[src/rtl/rect_fill_arbiter_if.sv]
// Requester and framebuffer-write bundle for rect_fill_arbiter.
// RECT_OUTLINE_EN adds the per-requester req_outline input.
interface rect_fill_arbiter_if #(
  parameter int NUM_REQ = 4,
  parameter int COLOR_W = 16,
  parameter int GW      = $clog2(NUM_REQ)
);
  logic [NUM_REQ-1:0]         req;
  logic [NUM_REQ*7-1:0]       req_x0;
  logic [NUM_REQ*6-1:0]       req_y0;
  logic [NUM_REQ*7-1:0]       req_x1;
  logic [NUM_REQ*6-1:0]       req_y1;
  logic [NUM_REQ*COLOR_W-1:0] req_color;
`ifdef RECT_OUTLINE_EN
  logic [NUM_REQ-1:0]         req_outline;
`endif
  logic [NUM_REQ-1:0]         ack;
  logic                       busy;
  logic [GW-1:0]              grant_id;
  logic                       wr_en;
  logic [12:0]                wr_addr;
  logic [COLOR_W-1:0]         wr_data;

  modport master (
`ifdef RECT_OUTLINE_EN
    output req_outline,
`endif
    output req, req_x0, req_y0,
    output req_x1, req_y1, req_color,
    input  ack, busy, grant_id,
    input  wr_en, wr_addr, wr_data
  );

  modport slave (
`ifdef RECT_OUTLINE_EN
    input  req_outline,
`endif
    input  req, req_x0, req_y0,
    input  req_x1, req_y1, req_color,
    output ack, busy, grant_id,
    output wr_en, wr_addr, wr_data
  );
endinterface

[src/rtl/rect_fill_arbiter.sv]
// Round-robin rectangle fill engine for the 96x64 OLED framebuffer.
// Define RECT_OUTLINE_EN to enable outline-only (perimeter) fills.
module rect_fill_arbiter #(
  parameter int NUM_REQ = 4,
  parameter int WIDTH   = 96,
  parameter int HEIGHT  = 64,
  parameter int COLOR_W = 16,
  localparam int GW     = $clog2(NUM_REQ)
) (
  input logic clk,
  input logic rst_n,
  rect_fill_arbiter_if.slave bus
);

  typedef enum logic [1:0] {
    IDLE,
    FILL,
    DONE
  } state_e;

  localparam logic [6:0] XMAX = 7'(WIDTH - 1);
  localparam logic [5:0] YMAX = 6'(HEIGHT - 1);

  state_e               state_q, state_d;
  logic [GW-1:0]        last_q, last_d;
  logic [GW-1:0]        grant_q, grant_d;
  logic [6:0]           x0_q, x0_d, x1_q, x1_d, cx_q, cx_d;
  logic [5:0]           y1_q, y1_d, cy_q, cy_d;
  logic [NUM_REQ-1:0]   ack_q, ack_d;
  logic                 busy_q, busy_d;
  logic                 wr_en_q, wr_en_d;
  logic [12:0]          wr_addr_q, wr_addr_d;
  logic [COLOR_W-1:0]   wr_data_q, wr_data_d;

  logic                 gnt_vld;
  logic [GW-1:0]        gnt_idx;
  logic [6:0]           sx0, sx1, sx1c, nx;
  logic [5:0]           sy0, sy1, sy1c, ny;
  logic [COLOR_W-1:0]   scol;
  logic                 empty, last_col, last_pix, jump;

  function automatic logic [12:0] pix_addr(
    input logic [5:0] y,
    input logic [6:0] x
  );
    return 13'(y) * 13'(WIDTH) + 13'(x);
  endfunction

  // Lowest k wins: iterate downward so it is assigned last.
  always_comb begin
    gnt_vld = 1'b0;
    gnt_idx = '0;
    for (int k = NUM_REQ; k >= 1; k--) begin
      if (bus.req[(int'(last_q) + k) % NUM_REQ]) begin
        gnt_vld = 1'b1;
        gnt_idx = GW'((int'(last_q) + k) % NUM_REQ);
      end
    end
  end

  assign sx0  = bus.req_x0[gnt_idx*7 +: 7];
  assign sy0  = bus.req_y0[gnt_idx*6 +: 6];
  assign sx1  = bus.req_x1[gnt_idx*7 +: 7];
  assign sy1  = bus.req_y1[gnt_idx*6 +: 6];
  assign scol = bus.req_color[gnt_idx*COLOR_W +: COLOR_W];
  assign sx1c = (sx1 > XMAX) ? XMAX : sx1;
  assign sy1c = (sy1 > YMAX) ? YMAX : sy1;
  // x1/y1 are already clamped, so an off-screen origin is caught here too.
  assign empty = (sx0 > sx1c) || (sy0 > sy1c);

  assign last_col = (cx_q == x1_q);
  assign last_pix = last_col && (cy_q == y1_q);

`ifdef RECT_OUTLINE_EN
  logic       outline_q, outline_d;
  logic [5:0] y0_q, y0_d;
  assign jump = outline_q && (cx_q == x0_q) &&
                (cy_q != y0_q) && (cy_q != y1_q);
`else
  assign jump = 1'b0;
`endif

  always_comb begin
    nx = cx_q + 7'd1;
    ny = cy_q;
    if (last_col) begin
      nx = x0_q;
      ny = cy_q + 6'd1;
    end else if (jump) begin
      nx = x1_q;
    end
  end

  always_comb begin
    state_d   = state_q;
    last_d    = last_q;
    grant_d   = grant_q;
    x0_d      = x0_q;
    x1_d      = x1_q;
    y1_d      = y1_q;
    cx_d      = cx_q;
    cy_d      = cy_q;
    ack_d     = '0;
    busy_d    = busy_q;
    wr_en_d   = 1'b0;
    wr_addr_d = wr_addr_q;
    wr_data_d = wr_data_q;
`ifdef RECT_OUTLINE_EN
    outline_d = outline_q;
    y0_d      = y0_q;
`endif
    unique case (state_q)
      IDLE: begin
        if (gnt_vld) begin
          grant_d   = gnt_idx;
          x0_d      = sx0;
          x1_d      = sx1c;
          y1_d      = sy1c;
          cx_d      = sx0;
          cy_d      = sy0;
          busy_d    = 1'b1;
          wr_data_d = scol;
`ifdef RECT_OUTLINE_EN
          outline_d = bus.req_outline[gnt_idx];
          y0_d      = sy0;
`endif
          if (empty) begin
            state_d = DONE;
            ack_d   = NUM_REQ'(1) << gnt_idx;
          end else begin
            state_d   = FILL;
            wr_en_d   = 1'b1;
            wr_addr_d = pix_addr(sy0, sx0);
          end
        end
      end
      FILL: begin
        if (last_pix) begin
          state_d = DONE;
          ack_d   = NUM_REQ'(1) << grant_q;
        end else begin
          cx_d      = nx;
          cy_d      = ny;
          wr_en_d   = 1'b1;
          wr_addr_d = pix_addr(ny, nx);
        end
      end
      DONE: begin
        state_d = IDLE;
        busy_d  = 1'b0;
        last_d  = grant_q;
      end
      default: state_d = IDLE;
    endcase
  end

  always_ff @(posedge clk) begin
    if (!rst_n) begin
      state_q   <= IDLE;
      last_q    <= GW'(NUM_REQ - 1);
      grant_q   <= '0;
      x0_q      <= '0;
      x1_q      <= '0;
      y1_q      <= '0;
      cx_q      <= '0;
      cy_q      <= '0;
      ack_q     <= '0;
      busy_q    <= 1'b0;
      wr_en_q   <= 1'b0;
      wr_addr_q <= '0;
      wr_data_q <= '0;
`ifdef RECT_OUTLINE_EN
      outline_q <= 1'b0;
      y0_q      <= '0;
`endif
    end else begin
      state_q   <= state_d;
      last_q    <= last_d;
      grant_q   <= grant_d;
      x0_q      <= x0_d;
      x1_q      <= x1_d;
      y1_q      <= y1_d;
      cx_q      <= cx_d;
      cy_q      <= cy_d;
      ack_q     <= ack_d;
      busy_q    <= busy_d;
      wr_en_q   <= wr_en_d;
      wr_addr_q <= wr_addr_d;
      wr_data_q <= wr_data_d;
`ifdef RECT_OUTLINE_EN
      outline_q <= outline_d;
      y0_q      <= y0_d;
`endif
    end
  end

  assign bus.ack      = ack_q;
  assign bus.busy     = busy_q;
  assign bus.grant_id = grant_q;
  assign bus.wr_en    = wr_en_q;
  assign bus.wr_addr  = wr_addr_q;
  assign bus.wr_data  = wr_data_q;

endmodule
[src/flat_wrapper.sv]
// flat-port wrapper written by rule: the top's interface ports become plain ports
module rect_fill_arbiter_flat 
#(
  parameter int NUM_REQ = 4,
  parameter int WIDTH   = 96,
  parameter int HEIGHT  = 64,
  parameter int COLOR_W = 16,
  localparam int GW     = $clog2(NUM_REQ)
)
  (clk, rst_n, bus_req, bus_req_x0, bus_req_y0, bus_req_x1, bus_req_y1, bus_req_color, bus_ack, bus_busy, bus_grant_id, bus_wr_en, bus_wr_addr, bus_wr_data);
  rect_fill_arbiter_if #(.NUM_REQ(NUM_REQ), .COLOR_W(COLOR_W)) bus_i ();
  input logic clk;
  input logic rst_n;
  input wire logic [$bits(bus_i.req)-1:0] bus_req;
  input wire logic [$bits(bus_i.req_x0)-1:0] bus_req_x0;
  input wire logic [$bits(bus_i.req_y0)-1:0] bus_req_y0;
  input wire logic [$bits(bus_i.req_x1)-1:0] bus_req_x1;
  input wire logic [$bits(bus_i.req_y1)-1:0] bus_req_y1;
  input wire logic [$bits(bus_i.req_color)-1:0] bus_req_color;
  output wire logic [$bits(bus_i.ack)-1:0] bus_ack;
  output wire logic [$bits(bus_i.busy)-1:0] bus_busy;
  output wire logic [$bits(bus_i.grant_id)-1:0] bus_grant_id;
  output wire logic [$bits(bus_i.wr_en)-1:0] bus_wr_en;
  output wire logic [$bits(bus_i.wr_addr)-1:0] bus_wr_addr;
  output wire logic [$bits(bus_i.wr_data)-1:0] bus_wr_data;
  assign bus_i.req = bus_req;
  assign bus_i.req_x0 = bus_req_x0;
  assign bus_i.req_y0 = bus_req_y0;
  assign bus_i.req_x1 = bus_req_x1;
  assign bus_i.req_y1 = bus_req_y1;
  assign bus_i.req_color = bus_req_color;
  assign bus_ack = bus_i.ack;
  assign bus_busy = bus_i.busy;
  assign bus_grant_id = bus_i.grant_id;
  assign bus_wr_en = bus_i.wr_en;
  assign bus_wr_addr = bus_i.wr_addr;
  assign bus_wr_data = bus_i.wr_data;
  rect_fill_arbiter #(.NUM_REQ(NUM_REQ), .WIDTH(WIDTH), .HEIGHT(HEIGHT), .COLOR_W(COLOR_W)) u_core (.clk(clk), .rst_n(rst_n), .bus(bus_i));
endmodule
[config.mk]
export PLATFORM = sky130hd
export DESIGN_NAME = rect_fill_arbiter_flat
export DESIGN_NICKNAME = d
export VERILOG_FILES = /design/src/rtl/rect_fill_arbiter_if.sv /design/src/rtl/rect_fill_arbiter.sv /design/src/flat_wrapper.sv
export SDC_FILE = /design/constraint.sdc
export NUM_CORES = 1
export LEC_CHECK = 0
export ABC_AREA = 1
export BUFFER_PORTS_ARGS = -buffer_cell sky130_fd_sc_hd__buf_2
export CAP_MARGIN = 40
export CORE_ASPECT_RATIO = 0.75
export CORE_MARGIN = 1
export CORE_UTILIZATION = 23
export DETAILED_ROUTE_END_ITERATION = 6
export PLACE_DENSITY = 0.44
export SYNTH_ARGS = -nofsm -noshare
export SYNTH_HDL_FRONTEND = slang
export SYNTH_SLANG_ARGS = --single-unit
[constraint.sdc]
create_clock -name clk -period 3.6 [get_ports clk]
set_clock_uncertainty 0.15 [all_clocks]
set_input_delay 0.36 -clock clk [delete_from_list [all_inputs] [get_ports clk]]
set_output_delay 0.36 -clock clk [all_outputs]
set_load 0.01 [all_outputs]
* After elaboration in Yosys (flattened, before gate mapping) *
Cells that the tools add are included.

storage, ports and cells
  memory bits (read-only) = 0
  bits in latches = 0
  word-level logic and storage cells = 114
  memory bits (writable) = 0
  memories kept = 0
  register bits after elaboration = 74
  input bits = 174
  output and inout bits = 37

cells by class
  reductions and logical operators = 14
  order comparisons = 8
  multipliers = 4
  bitwise operators = 4
  shifts and indexed selects = 7
  mux-type cells = 48
  equality and inequality tests = 8
  add/subtract/negate cells = 8
  div/mod/pow operators = 0

operator list
  cell                                                                  count
  64-bit by 7-bit variable part select with 16-bit output               1
  28-bit by 6-bit variable part select with 7-bit output                2
  24-bit by 6-bit variable part select with 6-bit output                2
  13-bit two-way mux                                                    3
  7-bit two-way mux                                                     4
  13-bit by 7-bit adder with 13-bit output                              2
  13-bit case mux with 2 select lines                                   1
  6-bit two-way mux                                                     4
  3-bit by 4-bit < comparator with 1-bit output, second input constant  4
  6-bit by 2-bit multiplier with 8-bit output, second input constant    2
  1-bit two-way mux                                                     16
  2-bit two-way mux                                                     7
  7-bit case mux with 2 select lines                                    1
  4-bit two-way mux                                                     3
  6-bit case mux with 2 select lines                                    1
  1-bit binary-select mux with 2-bit select                             4
  4-bit case mux with 2 select lines                                    1
  2-bit OR reduction                                                    4
  1-bit by 2-bit << shifter with 4-bit output, first input constant     2
  7-bit by 1-bit adder with 7-bit output, second input constant         1
  7-bit == test                                                         1
  7-bit greater-than comparator                                         1
  7-bit greater-than comparator, second input constant                  1
  6-bit by 1-bit adder with 6-bit output, second input constant         1
  21 further kinds                                                      32

* Logic depth before layout (Yosys ltp) *
  depth after elaboration = 19
  depth in mapped cells = 36
  mapped depth without buffers = 34

* Worst setup path after synthesis *
No wires, ideal clock.

  kind = register to register
  from = register u_core.last_q[0]
  to = register u_core.wr_addr_q[12] (netlist: u_core.bus.wr_addr[12])
  data required time = 3.380 ns
  arrival time = 3.308 ns
  stages on the path, launching flop included = 31
  setup slack = 0.072 ns
  library setup time = 0.070 ns
  path buffers = 2
  path through = dfxtp_1 buf_6 inv_8 nand2_1 nand2_1 nand2_1 nand2_1 nand2_1 nand2_1 nand2_2 nand2_4 inv_2 nand2_4 inv_4 buf_6 a22oi_1 nand2_1 ha_1 fa_1 nand3_1 nand2_1 inv_1 nor2_1 inv_1 nor2_1 nand2_1 inv_1 nand3_1 nand2_1 nand3_1 a21oi_1

between the ends
  word-level cells in the longest chain between the ends = 16
  elaborated cells between the ends (all ways) = 45

ends and longest elaborated chain
  what                                                                               line                      RTL
  start, declared                                                                    rect_fill_arbiter.sv:25   logic [GW-1:0] last_q, last_d;
  start signal, assigned                                                             rect_fill_arbiter.sv:160  last_q <= GW'(NUM_REQ - 1);
  start signal, assigned                                                             rect_fill_arbiter.sv:178  last_q <= last_d;
  branches (longest 16 deep; another with 13-bit by 7-bit adder with 13-bit output)  n/a
  end signal, assigned                                                               rect_fill_arbiter.sv:188  wr_addr_q <= wr_addr_d;
  end, declared                                                                      rect_fill_arbiter.sv:32   logic [12:0] wr_addr_q, wr_addr_d;

Parallel ways; which one is timed is not known. The select of a mux whose other input is x is not followed.
A chain may end at the register's enable or synchronous reset.

* Final worst setup path *
Same ends and word-level chain as after synthesis.

==> flow_metrics.env <==
export IMPL_status="complete, but fails checks"
export IMPL_violations="negative setup slack"
export IMPL_cts_tree="yes"
export IMPL_critPathMaxStageDelay_ps=350
export IMPL_drc=0
export IMPL_ant_nets=0
export IMPL_synth_area_leaders="dfxtp_1 (27%), nand2_1 (9.3%), ha_1 (7.4%)"
export IMPL_ff2ff_path_depth=29
export IMPL_netlist_area_um2=5570
export IMPL_place_hpwl_um=17400
export IMPL_drt_iter0_drc=303
export IMPL_synthAdderAreaFrac_pct=8.84
export IMPL_synthArstFlopShare_pct=0
export IMPL_ctsRootBufferMaster="clkbuf_16"
export IMPL_ys_seq_area_share_pct=26.6
export IMPL_hold_buffers=0
export IMPL_row_count=48
export IMPL_synth_simple_gate_area_share_pct=22.9
export IMPL_worst_path_max_delay_cell="dfxtp_2"
export IMPL_syn_inst=797
export IMPL_syn_area_per_cell_um2=6.99
export IMPL_setup_ws_ps=-213
export IMPL_grt_pass1_wl_um=35100
export IMPL_gp_congestion=0.799
export IMPL_period_minus_slack_ps=3810
export IMPL_whs_path_depth=3
export IMPL_area_delta_synth_final_pct=62.2
export IMPL_post_synth_mux_area_share_pct=0
export IMPL_synth_compound_area_share_pct=26.4
export IMPL_hold_class="primary input to flip-flop"
export IMPL_required_ps=3690
export IMPL_finish_utilization_pct=38.7
export IMPL_first_global_vias=6488
export IMPL_vias=6672
export IMPL_synth_top_family_by_area="compound AO/OA/AOI/OAI gates"
export IMPL_rsz0062_at_grt="true"
export IMPL_synthDistinctLibCells=47
export IMPL_final_period_utilization_pct=106
export IMPL_ioPinCount=211
export IMPL_overflow=0
export IMPL_totalWireLength_um=23200
export IMPL_hold_violations=0
export IMPL_antenna_found_initial=0
export IMPL_startpoint_type="flip-flop"
export IMPL_cts_buffer_depth=2
export IMPL_synth_seq_cells=74
export IMPL_grt_max_degree=60
export IMPL_die_x_um=182
export IMPL_design_core_area_um2=23400
export IMPL_cp_max_fo=8
export IMPL_post_drt_wl_per_cell_um=16.2
export IMPL_crit_path_end_kind="flip-flop"
export IMPL_syn_num_nets=1008
export IMPL_synth_edf_count=0
export IMPL_num_antenna_cells=0
export IMPL_layout_drive_gt1_share_pct=46.2
export IMPL_tightestPinTransition_ps=603
export IMPL_slew_headroom_pct=59.8
export IMPL_vias_per_cell=4.64
export IMPL_worst_path_stages=29
export IMPL_yosysTopAreaCellShare_pct=26.6
export IMPL_fill_cells=2481
export IMPL_path_delay_family="simple AND/OR/NAND/NOR gates"
export IMPL_arrival_ps=3900
export IMPL_cts_num_sinks=74
export IMPL_finalNetCount=1344
export IMPL_max_freq_ghz=0.262
export IMPL_io_buffers=210
export IMPL_clk_pin_slew_ps=60
export IMPL_path_common_cell="nand2_4"
export IMPL_track_usage_pct=18.5
export IMPL_synth_ff_type="dfxtp_1"
export IMPL_crit_type="flip-flop to flip-flop"
export IMPL_cap_violations=0
export IMPL_insertion_delay_ps=340
export IMPL_start_util_pct=23.9
export IMPL_synth_largest_area_cell="dfxtp_1"
export IMPL_htreeDepth=3
export IMPL_setup_violations=15
export IMPL_slew_violations=0
export IMPL_numCtsBuffers=9
export IMPL_fp_dieH_um=137
export IMPL_yosys_warnings=0
export IMPL_design_die_area_um2=24900
export IMPL_timing_critical_path_buf_inv=9
export IMPL_synth_xor_area_share_pct=3.77
export IMPL_drt_pre_antenna_iters=4
==> worst reg2reg max path: cells and delay by family, from the launching register on <==
kind | cells | cell delay [ps]
and+or+nand+nor | 13 | 1040
buffers and inverters | 9 | 1030
AOI/OAI and AO/OA | 6 | 900
DFF | 1 | 350
adders and majority gates | 1 | 220
==> stage by stage <==
step | std cells | area (um2) | hold slack (ps) | setup slack, ps | setup TNS (ps)
floorplan | 797 | 5570 | 309 | 72.4 | 0
global placement | 1378 | 7630 | 309 | -369 | -2950
detailed placement | 1378 | 7630 | 312 | -477 | -4620
CTS | 1423 | 8500 | 137 | -203 | -1700
global route | 1438 | 9040 | 155 | -419 | -6760
finish | 1438 | 9040 | 145 | -213 | -1650
==> area by class of cell <==
type	count	area (um2)	share of cell area [%]
Clock buffer	10	239	2.64
Multi-Input combinational cell	577	3990	44.1
Tap cell	300	375	4.15
Clock inverter	6	65.1	0.720
Sequential cell	74	1480	16.4
Inverter	112	493	5.45
Timing Repair Buffer	357	2380	26.3
Timing Repair inverter	2	17.5	0.194
==> kinds of logic (layout without fill, tap and decap cells) <==
family,count (synthesis),in the layout
buffers and inverters,146,487
and+or+nand+nor,283,283
DFF,74,74
adders and majority gates,37,37
xor gates and xnor gates,24,24
AOI/OAI and AO/OA,233,233
==> metal layers <==
metal  share of wire [%]  up-vias  global-route usage [%]  wire length (um)
met4                 1.1        0                    2.92               263
met2                  45      198                    30.4             10500
met3                 6.0       16                    4.10              1400
met1                  48     3050                    25.0             11000
met5                   0        -                       0                 0
li1                    -     3408                       -                 -
==> synthesized netlist by cell type (2+ instances only) <==
| cell type | instances |
|---|---|
| o221ai_1 | 2 |
| inv_2 | 6 |
| buf_2 | 8 |
| o21bai_1 | 8 |
| nor3_1 | 4 |
| buf_6 | 8 |
| a22oi_1 | 47 |
| xnor2_1 | 7 |
| nand3_2 | 2 |
| fa_1 | 4 |
| a22oi_2 | 6 |
| nor2_2 | 2 |
| or2_2 | 6 |
| and2_1 | 5 |
| ha_1 | 33 |
| nand2_1 | 138 |
| a21oi_2 | 2 |
| nand4_1 | 5 |
| o21ai_1 | 11 |
| nand3_1 | 45 |
| nand2_4 | 3 |
| nor2_1 | 55 |
| o22ai_1 | 9 |
| nor2_4 | 2 |
| o22a_1 | 4 |
| o21ai_0 | 66 |
| buf_4 | 3 |
| a21oi_1 | 40 |
| xor2_1 | 17 |
| inv_1 | 100 |
| buf_1 | 2 |
| nand2_2 | 11 |
| clkbuf_1 | 13 |
| inv_4 | 4 |
| a31oi_1 | 21 |
| a22o_1 | 3 |
| nor4_1 | 3 |
| a32oi_1 | 4 |
| dfxtp_1 | 74 |
| o211ai_1 | 7 |
==> flip-flops by register name, indices dropped and copies added (netlist names) <==
signal	flops
u_core.bus.ack	4
u_core.bus.busy	1
u_core.bus.grant_id	2
u_core.bus.wr_addr	13
u_core.bus.wr_data	16
u_core.bus.wr_en	1
u_core.cx_q	7
u_core.cy_q	6
u_core.last_q	2
u_core.state_q	2
u_core.x0_q	7
u_core.x1_q	7
u_core.y1_q	6
==> layout by cell type, fill, tap and decap left out, types with 8 or more instances in the layout <==
cell type,count
xor2_1,16
nand3_1,30
nand2_2,25
buf_4,122
ha_1,24
dfxtp_1,72
o21bai_1,8
a22oi_2,13
a21oi_1,35
inv_1,85
buf_6,12
clkbuf_16,9
a31oi_1,20
o21ai_1,18
inv_2,15
o22ai_1,8
nor2_2,8
nand3_2,16
ha_4,9
a22oi_1,40
buf_12,9
nand2_4,17
nand2_1,107
buf_2,210
nor2_1,47
o21ai_0,53
==> path summary, 6_finish.rpt <==
check / start / endpoint / slack, ps
worst min register to register: u_core.bus.wr_addr[6]$_SDFFE_PN0P_ / u_core.bus.wr_addr[6]$_SDFFE_PN0P_ / 320
worst max-delay path: u_core.last_q[0]$_SDFFE_PN1P_ / u_core.bus.wr_addr[12]$_SDFFE_PN0P_ / -210
worst max register to register: u_core.last_q[0]$_SDFFE_PN1P_ / u_core.bus.wr_addr[12]$_SDFFE_PN0P_ / -210
worst min-delay path: bus_req_color[28] / u_core.bus.wr_data[12]$_SDFFE_PN0P_ / 150
==> repair_timing <==
item                                    4_1_cts  5_1_grt
gates resized for setup                      73      109
endpoints found under the setup margin       19       32
setup buffers                                26       14
cloned                                        4        1
pin swaps                                    24       57
Power is left out: the tool's default activity adds up to more than one toggle a clock period on the data nets, which glitch-free logic cannot reach.
